### src/rtl/csr_exec_unit.sv
// Zicsr execution stage: reads the addressed CSR, computes the new value, drives
// the csr_file write port and returns the old value. Owns the cycle/instret counters.
module csr_exec_unit #(
  parameter bit          COUNTERS_EN = 1'b1,
  parameter logic [63:0] RESET_CYCLE = 64'd0
) (
  input  logic        clk,
  input  logic        reset_n,
  input  logic        req_valid,
  output logic        req_ready,
  input  logic [2:0]  req_funct3,
  input  logic [11:0] req_csr_addr,
  input  logic [31:0] req_rs1_val,
  input  logic [4:0]  req_src_idx,
  input  logic [4:0]  req_rd,
  input  logic        retire,
  output logic        resp_valid,
  input  logic        resp_ready,
  output logic [4:0]  resp_rd,
  output logic [31:0] resp_data,
  output logic        resp_illegal,
  output logic        csr_wr,
  output logic [11:0] csr_wrAddr,
  output logic [31:0] csr_wrVal,
  output logic [11:0] csr_rdAddr,
  input  logic [31:0] csr_rdVal
);

  typedef enum logic [1:0] {IDLE, EXEC, RESP} state_t;

  state_t      state;
  logic [2:0]  funct3Q;
  logic [11:0] addrQ;
  logic [31:0] rs1Q;
  logic [4:0]  srcQ;
  logic [4:0]  rdQ;
  logic [63:0] cycleCnt;
  logic [63:0] instretCnt;

  logic        isCounter;
  logic [63:0] ctrWord;
  logic [31:0] oldVal;
  logic [31:0] operand;
  logic [31:0] newVal;
  logic        wrEn;
  logic        illegal;
  logic        ctrWrite;
  logic        fileWrite;

  always_comb begin
    // Matches B00/B80/B02/B82 and their read-only C-space aliases.
    isCounter = ((addrQ[11:8] == 4'hB) || (addrQ[11:8] == 4'hC)) &&
                (addrQ[6:2] == 5'd0) && !addrQ[0];
    ctrWord   = addrQ[1] ? instretCnt : cycleCnt;
    if (isCounter)
      oldVal = COUNTERS_EN ? (addrQ[7] ? ctrWord[63:32] : ctrWord[31:0]) : 32'd0;
    else
      oldVal = csr_rdVal;
    operand = funct3Q[2] ? {27'd0, srcQ} : rs1Q;
    case (funct3Q[1:0])
      2'b01:   newVal = operand;
      2'b10:   newVal = oldVal | operand;
      2'b11:   newVal = oldVal & ~operand;
      default: newVal = operand;
    endcase
    wrEn      = (funct3Q[1:0] == 2'b01) || (srcQ != 5'd0);
    illegal   = (funct3Q[1:0] == 2'b00) || (wrEn && (addrQ[11:10] == 2'b11));
    ctrWrite  = (state == EXEC) && !illegal && wrEn && isCounter && COUNTERS_EN;
    fileWrite = !illegal && wrEn && !isCounter;
  end

  // A counter write replaces one half and suppresses that edge's increment.
  always_ff @(posedge clk or negedge reset_n) begin
    if (!reset_n) begin
      cycleCnt   <= RESET_CYCLE;
      instretCnt <= 64'd0;
    end else begin
      if (ctrWrite && !addrQ[1])
        cycleCnt <= addrQ[7] ? {newVal, cycleCnt[31:0]} : {cycleCnt[63:32], newVal};
      else
        cycleCnt <= cycleCnt + 64'd1;
      if (ctrWrite && addrQ[1])
        instretCnt <= addrQ[7] ? {newVal, instretCnt[31:0]} : {instretCnt[63:32], newVal};
      else if (retire)
        instretCnt <= instretCnt + 64'd1;
    end
  end

  always_ff @(posedge clk or negedge reset_n) begin
    if (!reset_n) begin
      state        <= IDLE;
      funct3Q      <= 3'd0;
      addrQ        <= 12'd0;
      rs1Q         <= 32'd0;
      srcQ         <= 5'd0;
      rdQ          <= 5'd0;
      req_ready    <= 1'b1;
      resp_valid   <= 1'b0;
      resp_illegal <= 1'b0;
      resp_data    <= 32'd0;
      resp_rd      <= 5'd0;
      csr_wr       <= 1'b0;
      csr_wrAddr   <= 12'd0;
      csr_wrVal    <= 32'd0;
      csr_rdAddr   <= 12'd0;
    end else begin
      case (state)
        IDLE: begin
          csr_wr <= 1'b0;
          if (req_valid) begin
            funct3Q    <= req_funct3;
            addrQ      <= req_csr_addr;
            rs1Q       <= req_rs1_val;
            srcQ       <= req_src_idx;
            rdQ        <= req_rd;
            csr_rdAddr <= req_csr_addr;
            req_ready  <= 1'b0;
            state      <= EXEC;
          end
        end
        EXEC: begin
          csr_wr <= fileWrite;
          if (fileWrite) begin
            csr_wrAddr <= addrQ;
            csr_wrVal  <= newVal;
          end
          resp_data    <= illegal ? 32'd0 : oldVal;
          resp_illegal <= illegal;
          resp_rd      <= rdQ;
          state        <= RESP;
        end
        RESP: begin
          csr_wr <= 1'b0;
          if (!resp_valid) begin
            resp_valid <= 1'b1;
          end else if (resp_ready) begin
            resp_valid <= 1'b0;
            req_ready  <= 1'b1;
            state      <= IDLE;
          end
        end
        default: begin
          csr_wr    <= 1'b0;
          req_ready <= 1'b1;
          state     <= IDLE;
        end
      endcase
    end
  end

endmodule

### config.mk
export PLATFORM = sky130hd
export DESIGN_NAME = csr_exec_unit
export DESIGN_NICKNAME = d
export VERILOG_FILES = /design/src/rtl/csr_exec_unit.sv
export SDC_FILE = /design/constraint.sdc
export NUM_CORES = 1
export LEC_CHECK = 0
export ABC_AREA = 1
export CORE_AREA = 2 2 230 232
export CTS_BUF_LIST = sky130_fd_sc_hd__clkbuf_4 sky130_fd_sc_hd__clkbuf_8
export DETAILED_ROUTE_END_ITERATION = 8
export DIE_AREA = 0 0 232 234
export SLEW_MARGIN = 30
export SYNTH_ARGS = -nofsm -noshare
export SYNTH_HDL_FRONTEND = slang
export SYNTH_SLANG_ARGS = --single-unit
export TNS_END_PERCENT = 10
### constraint.sdc
create_clock -name clk -period 4.2 [get_ports clk]
set_input_delay 1.05 -clock clk [delete_from_list [all_inputs] [get_ports clk]]
set_output_delay 1.05 -clock clk [all_outputs]
set_load 0.02 [all_outputs]
==> out/metrics.yaml <==
ys_seq_area_frac: 0.380
ir_drop_v: 0.000474
path_cells: "buf_4, clkdlybuf4s50_1"
crit_required_ps: 3150
yosysMostFrequentCell: "nand2_1"
cp_max_fo: 77
antenna_found_initial: 1
maxSlewViolCount: 0
setup_viol: 0
synth_top_area_frac: 0.378
vias: 20100
hold_viol: 0
area_growth_syn_to_layout_pct: 20.8
clock_sinks: 272
grt_max_degree: 91
drc: 0
power.net_switching_uw: 6610
routed_wl_mm: 86.2
gp_congestion: 1.03
yosys_register_bits: 272
synthTopCellsByCount: "1089 x nand2_1, 389 x nor2_1, 271 x dfrtp_1"
critPathSlowestCell: "clkdlybuf4s50_1"
grt_pass1_wl_mm: 127
ios: 191
avgSynthCellArea_um2: 6.40
ant_nets: 0
synth_flop_cell: "dfrtp_1"
placed_cells_incl_taps: 3613
fin_crit_sh: 0.834
cts_tree: "yes"
post_cts_buffers: 0
place_hpwl_mm: 67.3
reg2reg_depth: 10
synth_warnings: 0
timing.fmax_mhz: 286
stdcell_count: 3704
min_period_ps: 3500
dieHeight_um: 234
pwr-share-comb: 0.476
synth_area_leaders: "dfrtp_1 38%, nand2_1 23%, nor2_1 8.1%"
vias_per_cell: 5.43
cts_buffers: 51
fin_tns_setup_ps: 0
nNetsFinal: 3074
root_buffer: "clkbuf_8"
rsz0062_at_grt: "false"
initial_core_util: 0.345
crit_family: "buffers and inverters"
drive_gt1_frac: 0.0653
clk_latency_ps: 670
tightest_slew_ps: 960
total_power_uw: 13700
drtIter0Drc: 2117
wl_per_cell_um: 23.3
cpPeakStageDelay_ps: 760
grt_pass1_vias: 19700
finalWorstSetupSlack_ps: 699
crit_buf_inv: 2
dr.pass1.iters: 7
clk_path_buf_depth: 3
clk_pin_slew_ps: 60
pwr-share-clk: 0.216
end_kind: "primary output"
h-tree-depth: 2
cp-start-kind: "register"
status: "finished, final reports clean"
leakagePower_uw: 0.00976
dieArea_mm2: 0.0543
rows: 84
synth_cells: 2801
synth-edff-count: 0
synth_top_area_cell: "dfrtp_1"
p_per_area_mw_per_mm2: 633
path_class: "register to primary output"
ys_types: 40
dpl_worst_slack_ps: 936
worst_clock_skew_ps: 33.6
cp.depth: 2
die_w_um: 232
core_area_mm2: 0.0520
syn-num-nets: 2897
grt_use_total: 0.318
io_buffers: 190
postCtsResizedCells: 0
power_switching_share: 0.482
ys_async_sr_fraction: 1.00
maxCapViolCount: 0
grt-ovfl-total: 0
netlist_area_mm2: 0.0179
cellInternalPower_uw: 7110
seqPwrFrac: 0.308
hp-class: "input pin to asynchronous set/reset pin"
crit_arrival_ps: 2450
ctsHoldBuffers: 0
slew_headroom: 0.357
-- routing by layer --
layer	track usage	wire length (µm)	vias to the layer above
li1	-	-	9263
met1	0.412	35400	9642
met2	0.506	38300	993
met3	0.0702	8210	204
met4	0.149	4300	0
met5	0	0	-
-- logic make-up after synthesis --
kind of cell,count (synthesis),synth area share
AOI/OAI and AO/OA,265,0.0868
xor gates and xnor gates,42,0.0205
and+or+nand+nor,1848,0.424
buffers and inverters,365,0.0829
adders and majority gates,2,0.00139
DFF,272,0.380
muxes,7,0.00439
-- stage by stage --
step / area, µm² / hold WS, ps / utilization
detailed placement: 20500 / 460 / 0.395
finish: 21700 / 453 / 0.416
global route: 21700 / 497 / 0.416
global placement: 20500 / 454 / 0.395
floorplan: 17900 / 442 / -
CTS: 21700 / 464 / 0.416
-- power by group through the flow --
stage	Clock, µW	Combinational (µW)	Sequential, µW
floorplan	0	3150	4480
global placement	0	6380	4220
detailed placement	0	6430	4230
CTS	3000	6460	4210
global route	3110	7050	4320
finish	2970	6530	4220
-- sequential cells by signal, indices dropped and copies added (netlist names), 2 cells and up --
signal	cells
resp_data	32
rdQ	5
funct3Q	3
rs1Q	32
csr_wrAddr	12
instretCnt	64
csr_wrVal	32
srcQ	5
state	2
resp_rd	5
cycleCnt	64
addrQ	12
-- cell usage in the layout (no fill, tap or decap), drive strengths merged, types with 36 or more instances in the layout --
cell type / netlist / routed
nand2: 1103 / 1103
nor2: 404 / 404
dfrtp: 271 / 271
inv: 261 / 262
nand3: 257 / 257
clkdlybuf4s50: 0 / 189
o21ai: 151 / 151
clkbuf: 34 / 72
o211ai: 54 / 54
nand4: 50 / 50
xor2: 38 / 38
buf: 67 / 36
-- layout make-up --
cell class	instances	area [µm²]
clock inverters	18	208
repair buffers	225	2210
flip-flops and latches	272	6810
well taps	688	861
fillers	5560	30400
diodes	1	2.50
inverters	264	995
multi-input cells	2164	9670
clock buffers	72	916
-- path summary, 6_finish.rpt --
kind                            start              to  slack [ps]
max                          addrQ[1]   csr_rdAddr[1]         700
max in group asynchronous     reset_n     cycleCnt[2]        2800
min                           reset_n  instretCnt[25]         450
min in group clk              rs1Q[0]         rs1Q[0]         480
min reg2reg                   rs1Q[0]         rs1Q[0]         480
max reg2reg                funct3Q[1]  instretCnt[20]         770
No activity file was read; power rests on OpenSTA's default activity.
==> variant, RTL diff (same flow settings) <==
Change the parameter `COUNTERS_EN` from 1'b1 to 1'b0.
--- a/src/rtl/csr_exec_unit.sv
+++ b/src/rtl/csr_exec_unit.sv
@@ -3,3 +3,3 @@
 module csr_exec_unit #(
-  parameter bit          COUNTERS_EN = 1'b1,
+  parameter bit          COUNTERS_EN = 1'b0,
   parameter logic [63:0] RESET_CYCLE = 64'd0
Formal check against the unedited RTL: not equivalent (Yosys sat finds a counterexample within 4 cycles, from zero or initial values and one cycle with reset_n low).
==> variant against the unedited design <==
Final cell count fell by 54%; utilization shrank 24 points; count of clock-buffer cells in the layout is 54 lower; via count down 71%; critical path type unchanged; design area is 57% lower; power decreased by 52%; worst setup slack improved by 0.74 ns; clock skew is 0.018 ns lower; critical path depth fell by 1; wire length is 73% lower; sequential power is 43% lower; synthesized area down 64%; sequential cell count decreased by 128.
==> variant: results <==
<?xml version="1.0" encoding="UTF-8"?>
<metrics>
  <group name="cts">
    <metric name="cts_buffer_depth" unit="">2</metric>
    <metric name="tritoncts.num_buffers" unit="">17</metric>
    <metric name="worst_skew_pair.late_latency" unit="ns">0.54</metric>
    <metric name="clkSlewWorstSetupHoldPaths" unit="ns">0.10</metric>
  </group>
  <group name="route">
    <metric name="wl_met3" unit="mm">1.78</metric>
    <metric name="route.layer.met1.wl" unit="mm">10.7</metric>
    <metric name="routed-wl-met2" unit="mm">10.8</metric>
    <metric name="topRoutingLayerUsed" unit="">met5</metric>
    <metric name="via_count" unit="">5740</metric>
  </group>
  <group name="placement">
    <metric name="dp_hpwl" unit="mm">16.4</metric>
    <metric name="dp_worst_setup_slack" unit="ns">1.19</metric>
    <metric name="placement.io_buffers" unit="">189</metric>
    <metric name="placement.cell_area" unit="µm²">9000</metric>
    <metric name="globalplace.congestion" unit="">0.730</metric>
  </group>
  <group name="synthesis">
    <metric name="yosysSeqAreaShare" unit="%">56.4</metric>
    <metric name="ys_top_cells_by_area" unit="">sky130_fd_sc_hd__dfrtp_1 (56%), sky130_fd_sc_hd__nand2_1 (23%), sky130_fd_sc_hd__o21ai_0 (5.8%)</metric>
    <metric name="syn-num-nets" unit="">907</metric>
  </group>
  <group name="setup_path">
    <metric name="rr_worst_depth" unit="">9</metric>
    <metric name="regToRegStartpoint" unit="">addrQ[10]</metric>
    <metric name="internal_reg_to_reg_setup_slack" unit="ns">1.82</metric>
    <metric name="worst_setup_path_endpoint" unit="">csr_rdAddr[8]</metric>
    <metric name="worstPathArrival" unit="ns">1.72</metric>
    <metric name="worst-path-max-fanout" unit="">5</metric>
  </group>
  <group name="power_and_ir_drop">
    <metric name="vdd.ir_drop.worst" unit="µV">317</metric>
  </group>
  <group name="finish">
    <metric name="drive_above_1_share" unit="%">5.89</metric>
    <metric name="fin_nets" unit="">1083</metric>
    <metric name="reg.largest.list" unit="">csr_wrVal (32), resp_data (32), rs1Q (32)</metric>
  </group>
  <group name="sta">
    <metric name="clock_skew" unit="ns">0.0156</metric>
    <metric name="worst-slew-pin-transition" unit="ns">0.911</metric>
  </group>
  <group name="run_status">
    <metric name="status" unit="">finished clean</metric>
  </group>
  <group name="global_routing">
    <metric name="grt.met1_usage" unit="%">11.0</metric>
    <metric name="global_route.usage.met2" unit="%">14.3</metric>
    <metric name="grt_pass1_wl" unit="mm">35.1</metric>
    <metric name="antenna_found_initial" unit="">4</metric>
  </group>
</metrics>
variant: logic make-up after synthesis:
logic type / share of synthesized area (%)
buf+inv: 6.46
simple gates: 31.1
flops: 56.4
compound gates: 6.04
variant: power by group:
| part | total (W) | switching, W | internal [W] |
|---|---|---|---|
| registers | 0.00239 | 0.000405 | 0.00198 |
| logic | 0.00307 | 0.00183 | 0.00124 |
| clock network | 0.00112 | 0.000680 | 0.000443 |
| total | 0.00658 | 0.00291 | 0.00367 |
variant: final cells by class:
class                      instances  area, µm²
timing repair buffer             201       1980
fill                            5819      42700
antenna                            3       7.51
tap                              688        861
clock inverter                    14        120
multi-input combinational        585       2400
sequential                       144       3610
inverter                          40        151
clock buffer                      18        248
variant: per-stage QoR:
stage,instances,hold WS [ns]
after CTS,1690,0.450
after global routing,1690,0.481
after floorplan,813,0.442
after detailed placement,1658,0.456
final,1693,0.475
after global placement,1658,0.452
